## src/rtl/ascon_round_ctrl_pkg.sv

```systemverilog
// Shared types and constants for the ASCON permutation round sequencer.
// round_t is also consumed by the constant-addition block.
package ascon_round_ctrl_pkg;

    typedef enum logic [1:0] {IDLE, FIRST, RUN, DONE} type_round_state;

    typedef logic [3:0] round_t;

    localparam round_t ROUND_LAST = 4'd11;
    localparam int     ROUNDS_A   = 12;
    localparam int     ROUNDS_B   = 6;

    // Rounds always finish at index 11, so shorter permutations start later.
    function automatic round_t start_index(input int rounds);
        return round_t'(int'(ROUND_LAST) + 1 - rounds);
    endfunction

endpackage

```

## src/rtl/ascon_round_ctrl_if.sv

```systemverilog
// Handshake and datapath-control bundle between the ASCON top FSM (master)
// and the round sequencer (slave).
interface ascon_round_ctrl_if;
    import ascon_round_ctrl_pkg::*;

    logic   start_i;
    logic   mode_i;
    logic   ready_o;
    logic   input_select_o;
    logic   en_reg_state_o;
    round_t round_o;
    logic   busy_o;
    logic   done_o;

    modport master (
        output start_i, mode_i,
        input  ready_o, input_select_o, en_reg_state_o, round_o, busy_o, done_o
    );

    modport slave (
        input  start_i, mode_i,
        output ready_o, input_select_o, en_reg_state_o, round_o, busy_o, done_o
    );

endinterface

```

## src/rtl/ascon_round_ctrl_round_counter.sv

```systemverilog
// 4-bit round index counter with synchronous load and increment.
// Load takes priority over increment.
module round_counter
    import ascon_round_ctrl_pkg::*;
(
    input  logic   clock_i,
    input  logic   resetb_i,
    input  logic   load_en,
    input  round_t load_value,
    input  logic   inc_en,
    output round_t count
);

    always_ff @(posedge clock_i or negedge resetb_i) begin
        if (!resetb_i) begin
            count <= '0;
        end else if (load_en) begin
            count <= load_value;
        end else if (inc_en) begin
            count <= count + 4'd1;
        end
    end

endmodule

```

## src/rtl/ascon_round_ctrl.sv

```systemverilog
// Moore sequencer for the ASCON p^a / p^b permutation: drives the state mux
// select, state-register enable and round index, and pulses done on completion.
module ascon_round_ctrl #(
    parameter int ROUNDS_A = ascon_round_ctrl_pkg::ROUNDS_A,
    parameter int ROUNDS_B = ascon_round_ctrl_pkg::ROUNDS_B
) (
    input  logic                  clock_i,
    input  logic                  resetb_i,
    ascon_round_ctrl_if.slave     ctrl
);
    import ascon_round_ctrl_pkg::*;

    localparam logic [1:0] S_IDLE  = IDLE;
    localparam logic [1:0] S_FIRST = FIRST;
    localparam logic [1:0] S_RUN   = RUN;
    localparam logic [1:0] S_DONE  = DONE;

    localparam round_t START_A = start_index(ROUNDS_A);
    localparam round_t START_B = start_index(ROUNDS_B);

    logic [1:0] state;
    logic [1:0] state_next;
    logic       mode_q;
    round_t     round;
    logic       last;
    logic       active;
    logic       load_en;

    assign last    = (round == ROUND_LAST);
    assign active  = (state == S_FIRST) || (state == S_RUN);
    assign load_en = (state == S_IDLE) && ctrl.start_i;

    round_counter u_round_counter (
        .clock_i    (clock_i),
        .resetb_i   (resetb_i),
        .load_en    (load_en),
        .load_value (ctrl.mode_i ? START_A : START_B),
        .inc_en     (active && !last),
        .count      (round)
    );

    always_comb begin
        state_next = state;
        case (state)
            S_IDLE:        if (ctrl.start_i) state_next = S_FIRST;
            S_FIRST, S_RUN: state_next = last ? S_DONE : S_RUN;
            S_DONE:        state_next = S_IDLE;
            default:       state_next = S_IDLE;
        endcase
    end

    always_ff @(posedge clock_i or negedge resetb_i) begin
        if (!resetb_i) begin
            state  <= S_IDLE;
            mode_q <= 1'b0;
        end else begin
            state <= state_next;
            if (load_en) begin
                mode_q <= ctrl.mode_i;
            end
        end
    end

    // The first round must always use the start index of the latched mode.
    assert property (@(posedge clock_i) disable iff (!resetb_i)
        (state == S_FIRST) |-> (round == (mode_q ? START_A : START_B)));

    assign ctrl.ready_o        = (state == S_IDLE);
    assign ctrl.input_select_o = (state == S_FIRST);
    assign ctrl.en_reg_state_o = active;
    assign ctrl.busy_o         = active;
    assign ctrl.done_o         = (state == S_DONE);
    assign ctrl.round_o        = round;

endmodule

```

## src/flat_wrapper.sv

```systemverilog
// flat-port wrapper written by rule: the top's interface ports become plain ports
module ascon_round_ctrl_flat import ascon_round_ctrl_pkg::*;
#(
    parameter int ROUNDS_A = ascon_round_ctrl_pkg::ROUNDS_A,
    parameter int ROUNDS_B = ascon_round_ctrl_pkg::ROUNDS_B
)
  (clock_i, resetb_i, ctrl_start_i, ctrl_mode_i, ctrl_ready_o, ctrl_input_select_o, ctrl_en_reg_state_o, ctrl_round_o, ctrl_busy_o, ctrl_done_o);
  ascon_round_ctrl_if ctrl_i ();
  input  logic clock_i;
  input  logic resetb_i;
  input wire logic [$bits(ctrl_i.start_i)-1:0] ctrl_start_i;
  input wire logic [$bits(ctrl_i.mode_i)-1:0] ctrl_mode_i;
  output wire logic [$bits(ctrl_i.ready_o)-1:0] ctrl_ready_o;
  output wire logic [$bits(ctrl_i.input_select_o)-1:0] ctrl_input_select_o;
  output wire logic [$bits(ctrl_i.en_reg_state_o)-1:0] ctrl_en_reg_state_o;
  output wire logic [$bits(ctrl_i.round_o)-1:0] ctrl_round_o;
  output wire logic [$bits(ctrl_i.busy_o)-1:0] ctrl_busy_o;
  output wire logic [$bits(ctrl_i.done_o)-1:0] ctrl_done_o;
  assign ctrl_i.start_i = ctrl_start_i;
  assign ctrl_i.mode_i = ctrl_mode_i;
  assign ctrl_ready_o = ctrl_i.ready_o;
  assign ctrl_input_select_o = ctrl_i.input_select_o;
  assign ctrl_en_reg_state_o = ctrl_i.en_reg_state_o;
  assign ctrl_round_o = ctrl_i.round_o;
  assign ctrl_busy_o = ctrl_i.busy_o;
  assign ctrl_done_o = ctrl_i.done_o;
  ascon_round_ctrl #(.ROUNDS_A(ROUNDS_A), .ROUNDS_B(ROUNDS_B)) u_core (.clock_i(clock_i), .resetb_i(resetb_i), .ctrl(ctrl_i));
endmodule
```

## config.mk

```make
export PLATFORM = sky130hd
export DESIGN_NAME = ascon_round_ctrl_flat
export DESIGN_NICKNAME = d
export VERILOG_FILES = /design/src/rtl/ascon_round_ctrl_pkg.sv /design/src/rtl/ascon_round_ctrl_if.sv /design/src/rtl/ascon_round_ctrl_round_counter.sv /design/src/rtl/ascon_round_ctrl.sv /design/src/flat_wrapper.sv
export SDC_FILE = /design/constraint.sdc
export NUM_CORES = 1
export LEC_CHECK = 0
export BUFFER_PORTS_ARGS = -buffer_cell sky130_fd_sc_hd__clkbuf_2
export CORE_AREA = 2 2 39 41
export CTS_BUF_LIST = sky130_fd_sc_hd__clkbuf_8
export DETAILED_ROUTE_END_ITERATION = 10
export DIE_AREA = 0 0 41 43
export HOLD_SLACK_MARGIN = 0.06
export SKIP_CTS_REPAIR_TIMING = 1
export SLEW_MARGIN = 20
export SYNTH_ARGS = -nofsm -noshare
export SYNTH_HDL_FRONTEND = slang
export SYNTH_SLANG_ARGS = --single-unit
```

## constraint.sdc

```tcl
create_clock -name clock_i -period 1.5 [get_ports clock_i]
set_input_delay 0.225 -clock clock_i [delete_from_list [all_inputs] [get_ports clock_i]]
set_output_delay 0.225 -clock clock_i [all_outputs]
set_load 0.01 [all_outputs]
```

**After elaboration in Yosys (flattened, before gate mapping)**

Index checks and enable logic that the tools add are counted.
Widths: inputs -> output; s select.

- Add/subtract/negate cells: 1
- Equal/unequal tests: 5
- Muxes and demuxes: 6
- Reduce and logical (&&, ||, !) cells: 7

Operator list:

| operator | count |
|---|---|
| $mux 4 | 2 |
| $pmux 2 s3 | 1 |
| $add 4x1->4 const B | 1 |
| $eq 2x2->1 const B | 2 |
| $eq 4x4->1 const B | 1 |
| $mux 3 | 1 |
| $eq 2x1->1 const B | 1 |
| $logic_and 1x1->1 | 2 |
| $logic_not 2->1 | 1 |
| $mux 2 | 1 |
| $ne 2x2->1 const B | 1 |
| $reduce_bool 2->1 | 1 |
| $reduce_or 2->1 | 1 |
| $logic_not 1->1 | 1 |
| $logic_or 1x1->1 | 1 |
| $mux 1 | 1 |

- Flip-flop bits (word level): 6
- Bits of input ports: 4
- Output and inout port bits: 9
- Logic and storage cells: 21

**Depth between registers and ports, before layout**

- Word-level depth: 5
- Depth in mapped cells: 6
- Depth with buffers taken out: 5

**Cells and area by module**

From an unflattened synthesis, not the netlist that was laid out.

- Cell total of the unflattened synthesis: 36
- Area, all modules: 392.9 um^2

Modules (own cells, without submodules):

| module | times used | cells an instance | area an instance (um^2) |
|---|---|---|---|
| round_counter | 1 | 18 | 202.7 |
| ascon_round_ctrl | 1 | 18 | 190.2 |

**Worst setup path after synthesis**

OpenSTA, ideal clock, no wires.

- Path kind: flip-flop to flip-flop
- Start point: register u_core.state[0]
- End point: register u_core.u_round_counter.count[3]
- Setup time: 0.127 ns
- Arrival: 1.461 ns
- Data required time: 1.373 ns
- Setup slack: -0.088 ns
- Stages on the path, launching flop included: 7
- Path buffers: 1
- Clock period less this slack: 1.588 ns
- Cells stage by stage: dfrtp_1 inv_1 ha_1 buf_2 a21oi_1 a2111oi_1 a311o_2

- Cells in the longest elaborated chain, start to end: 4
- Elaborated cells on any way between the ends: 8

Ends and longest elaborated chain:

| what | RTL line | source |
|---|---|---|
| from (decl) | ascon_round_ctrl.sv:21 | `logic [1:0] state;` |
| from (signal assigned) | ascon_round_ctrl.sv:57 | `state <= state_next;` |
| $eq 2x1->1 / $eq 2x2->1 (equally long branches) | ascon_round_ctrl.sv:30 | `assign active = (state == S_FIRST) \|\| (state == S_RUN);` |
| $logic_or 1x1->1 * | ascon_round_ctrl.sv:30 |  |
| net ctrl_busy_o | flat_wrapper.sv:17 | `output wire logic [$bits(ctrl_i.busy_o)-1:0] ctrl_busy_o;` |
| $logic_and 1x1->1 * | ascon_round_ctrl.sv:38 | `.inc_en (active && !last),` |
| $reduce_bool 2->1 (no source line) * | n/a |  |
| to (signal assigned) | ascon_round_ctrl_round_counter.sv:18 | `count <= load_value;` |
| to (signal assigned) | ascon_round_ctrl_round_counter.sv:20 | `count <= count + 4'd1;` |
| to (decl) | ascon_round_ctrl_round_counter.sv:11 | `output round_t count` |

Mark *: on every way through the listed nets, which the timed path passes. The rest lies on a longest branch.
A chain may end at the register's enable or synchronous reset.

**Final worst setup path**

- Start point: register u_core.state[1]
- End point: register u_core.u_round_counter.count[3]

- Cells in the longest elaborated chain, start to end: 4
- Elaborated cells on any way between the ends: 8

Ends and longest elaborated chain:

| what | RTL line |
|---|---|
| $eq 2x1->1 / $eq 2x2->1 (equally long branches) | ascon_round_ctrl.sv:30 |
| $logic_or 1x1->1 | ascon_round_ctrl.sv:30 |
| $logic_and 1x1->1 | ascon_round_ctrl.sv:38 |
| $reduce_bool 2->1 (no source line) | n/a |

Parallel ways exist; a longest one is shown, timed or not.

==> key figures <==
Timing
  • Fmax: 726 MHz
  • Max Slew Vio Count: 0
  • RSZ-0062 raised after global routing: no
  • Slew margin rel.: 78.2%
  • Clk_skew: 1.68 ps
  • Hold Vio Cnt, Final: 0
  • Setup TNS: 0 ps
  • Setup ws final: 122 ps
  • WHS: 339 ps
  • Worst slew pin tran: 326 ps
  • Final setup violation count: 0
  • Tcrit/Tclk final: 91.9%
  • Period minus WS final: 1380 ps

Clocking
  • Clock H-tree levels: 1
  • Clock Tree Buf Depth: 2
  • Clk pin slew, worst setup/hold paths: 40 ps
  • CTS tree: done
  • Clock Sinks: 6
  • Inserted Clock Buffers: 3
  • Clock Tree Root: clkbuf_8
  • Worst skew pair latency: 220 ps

Detailed routing
  • Via/cell ratio: 4.74
  • DR WL/cell: 12.3 um
  • DRT Pass-1 Iters: 4
  • DRC: 0
  • Initial DRC Count: 6
  • DR vias: 360
  • Post-route ant nets: 0
  • Final WL: 938 um

Setup path
  • Cell Chain, Critical Path: inv_2, ha_4, a21oi_1, a2111oi_1, a311o_2
  • Crit path launch type: flop
  • Crit-path max FO: 10
  • Slowest cell on crit path: dfrtp_1
  • Worst Path Required: 1600 ps
  • CP Data Arrival Time: 1480 ps
  • CP endpoint kind: flop
  • Crit path kind: reg2reg
  • Slowest cell delay on critical path: 380 ps

Yosys
  • Commonest cells in the netlist: dfrtp_1, ha_1, a21oi_1, nand2_1, inv_1
  • Largest family of logic cells by synthesized area: compound AO/OA/AOI/OAI gates
  • Synth Area in Compound Gates: 19.4%
  • Synth unique cells: 21
  • Post-synthesis simple-gate area fraction: 14.5%
  • EDFF count, synth: 0
  • Register area share after synthesis: 36.9%
  • Synth Area in Adders: 15.4%
  • Top-area cell type share of the netlist area: 36.9%
  • Synth top area cells: dfrtp_1, ha_1, mux2_2, a21oi_1, nand2_1
  • Async SR Flop Fraction: 100%
  • Post-synthesis mux area share: 8.00%
  • Cell type with the largest total area after synthesis: dfrtp_1
  • Synth Instances: 42
  • Synthesized Nets: 51
  • Most numerous cell in the Yosys netlist: dfrtp_1
  • Yosys reg bits: 6
  • Synth warnings: 0
  • Mapped cell area: 407 um2
  • XOR/XNOR Fraction of Synth Area: 0%
  • Post-synthesis average cell area: 9.68 um2
  • Top FF cell, synth: dfrtp_1

Final layout
  • Storage element area: 150 um2
  • Area of the multi-input gates: 245 um2
  • Fillers: 152
  • Share of post-route cells with drive strength above 1: 43.3%
  • Post-layout nets: 71
  • Final Util: 41.0%
  • Diodes inserted: 0
  • Area Growth Syn to Fin: 39.7%
  • Finished Cell Area: 568 um2

Worst hold path
  • Min-delay worst type: in2reg

Power and ir drop
  • Pleak: 0.000282 uW
  • Max VDD drop: 0.000859 V
  • Pwr Density: 2790 nW/um2

Placement
  • Pre-CTS setup slack: 58.4 ps
  • Gpl congestion: 0.725
  • DP Wirelength: 752 um
  • Area of placed instances: 517 um2
  • Count of input and output buffers: 12

Die
  • Row count: 14
  • IO Pins: 13
  • Full die area: 1760 um2
  • Initial Utilization: 29.4%
  • Area of the core: 1380 um2
  • Die span in x: 41 um
  • Die Y: 43 um

Global routing
  • Initial antenna violation count: 0
  • Global route overflow: 0
  • Vias in the first global route: 347
  • First-pass GRT wire length: 1.53 mm
  • Largest net degree at the start of global routing: 11
  • Global Route Usage Sum: 13.8%

Flow run
  • Max Cap Viol: 0

Run status
  • Outcome: complete, no violations
sequential cells by signal, indices dropped and copies added (netlist names):
register                      cells
u_core.u_round_counter.count      4
u_core.state                      2
area by class of cell:
cell class,count,share of cell area (%)
Timing Repair Buffer,17,17.6
Sequential cell,6,26.4
Multi-Input combinational cell,31,43.2
Clock buffer,3,7.27
Tap cell,16,3.52
Inverter,3,1.98
worst max-delay path: cells and delay by family (launching register included):
family,cells,cell delay [ps]
fa+ha+maj,1,240
flops,1,380
buf+inv,1,100
compound gates,3,530
per-stage QoR:
stage / total power, uW / std cells
after floorplan: 1040 / 42
after global placement: 1330 / 72
after detailed placement: 1350 / 72
after CTS: 1610 / 75
after global routing: 1740 / 76
final: 1590 / 76
logic make-up after synthesis:
| logic type | Yosys count |
|---|---|
| buffers and inverters | 5 |
| AOI/OAI and AO/OA | 11 |
| and+or+nand+nor | 12 |
| adders and majority gates | 5 |
| DFF | 6 |
| muxes | 3 |
worst paths after layout:
| check | start | end | slack, ps | depth (start not counted) |
|---|---|---|---|---|
| max in group asynchronous | resetb_i | u_core.u_round_counter.count[0] | 970 | 2 |
| hold reg to reg | u_core.u_round_counter.count[0] | u_core.u_round_counter.count[0] | 630 | 2 |
| setup / recovery | u_core.state[1] | u_core.u_round_counter.count[3] | 120 | 5 |
| min in group asynchronous | resetb_i | u_core.state[0] | 370 | 2 |
| hold / removal | ctrl_mode_i | u_core.u_round_counter.count[2] | 340 | 3 |
| setup reg to reg | u_core.state[1] | u_core.u_round_counter.count[3] | 120 | 5 |
cells in the final DEF (no fill, tap or decap), drive strengths merged:
cell type    instances
a21bo                1
nand3                2
nor2                 2
a2111oi              1
a31oi                1
a311o                1
mux2                 2
nand2                4
clkbuf              15
mux2i                1
nand2b               2
ha                   5
a221oi               1
a21oi                4
nand3b               1
dlygate4sd3          1
o21ai                1
dfrtp                6
inv                  3
and3                 1
a21boi               1
buf                  4
report_power, final:
part           switching [uW]  leakage, uW  total, uW  internal, uW
logic                     512     0.000191       1030           519
registers                56.5    0.0000696        311           255
clock network            71.7    0.0000216        244           173
metal layers:
layer | GRT usage (%) | share of wire, % | vias up
li1 | - | - | 185
met1 | 15.5 | 44 | 165
met2 | 20.3 | 49 | 10
met3 | 4.71 | 6.6 | 0
met4 | 10.0 | 0 | 0
met5 | 0 | 0 | -
Power figures use the tool's default switching activity.
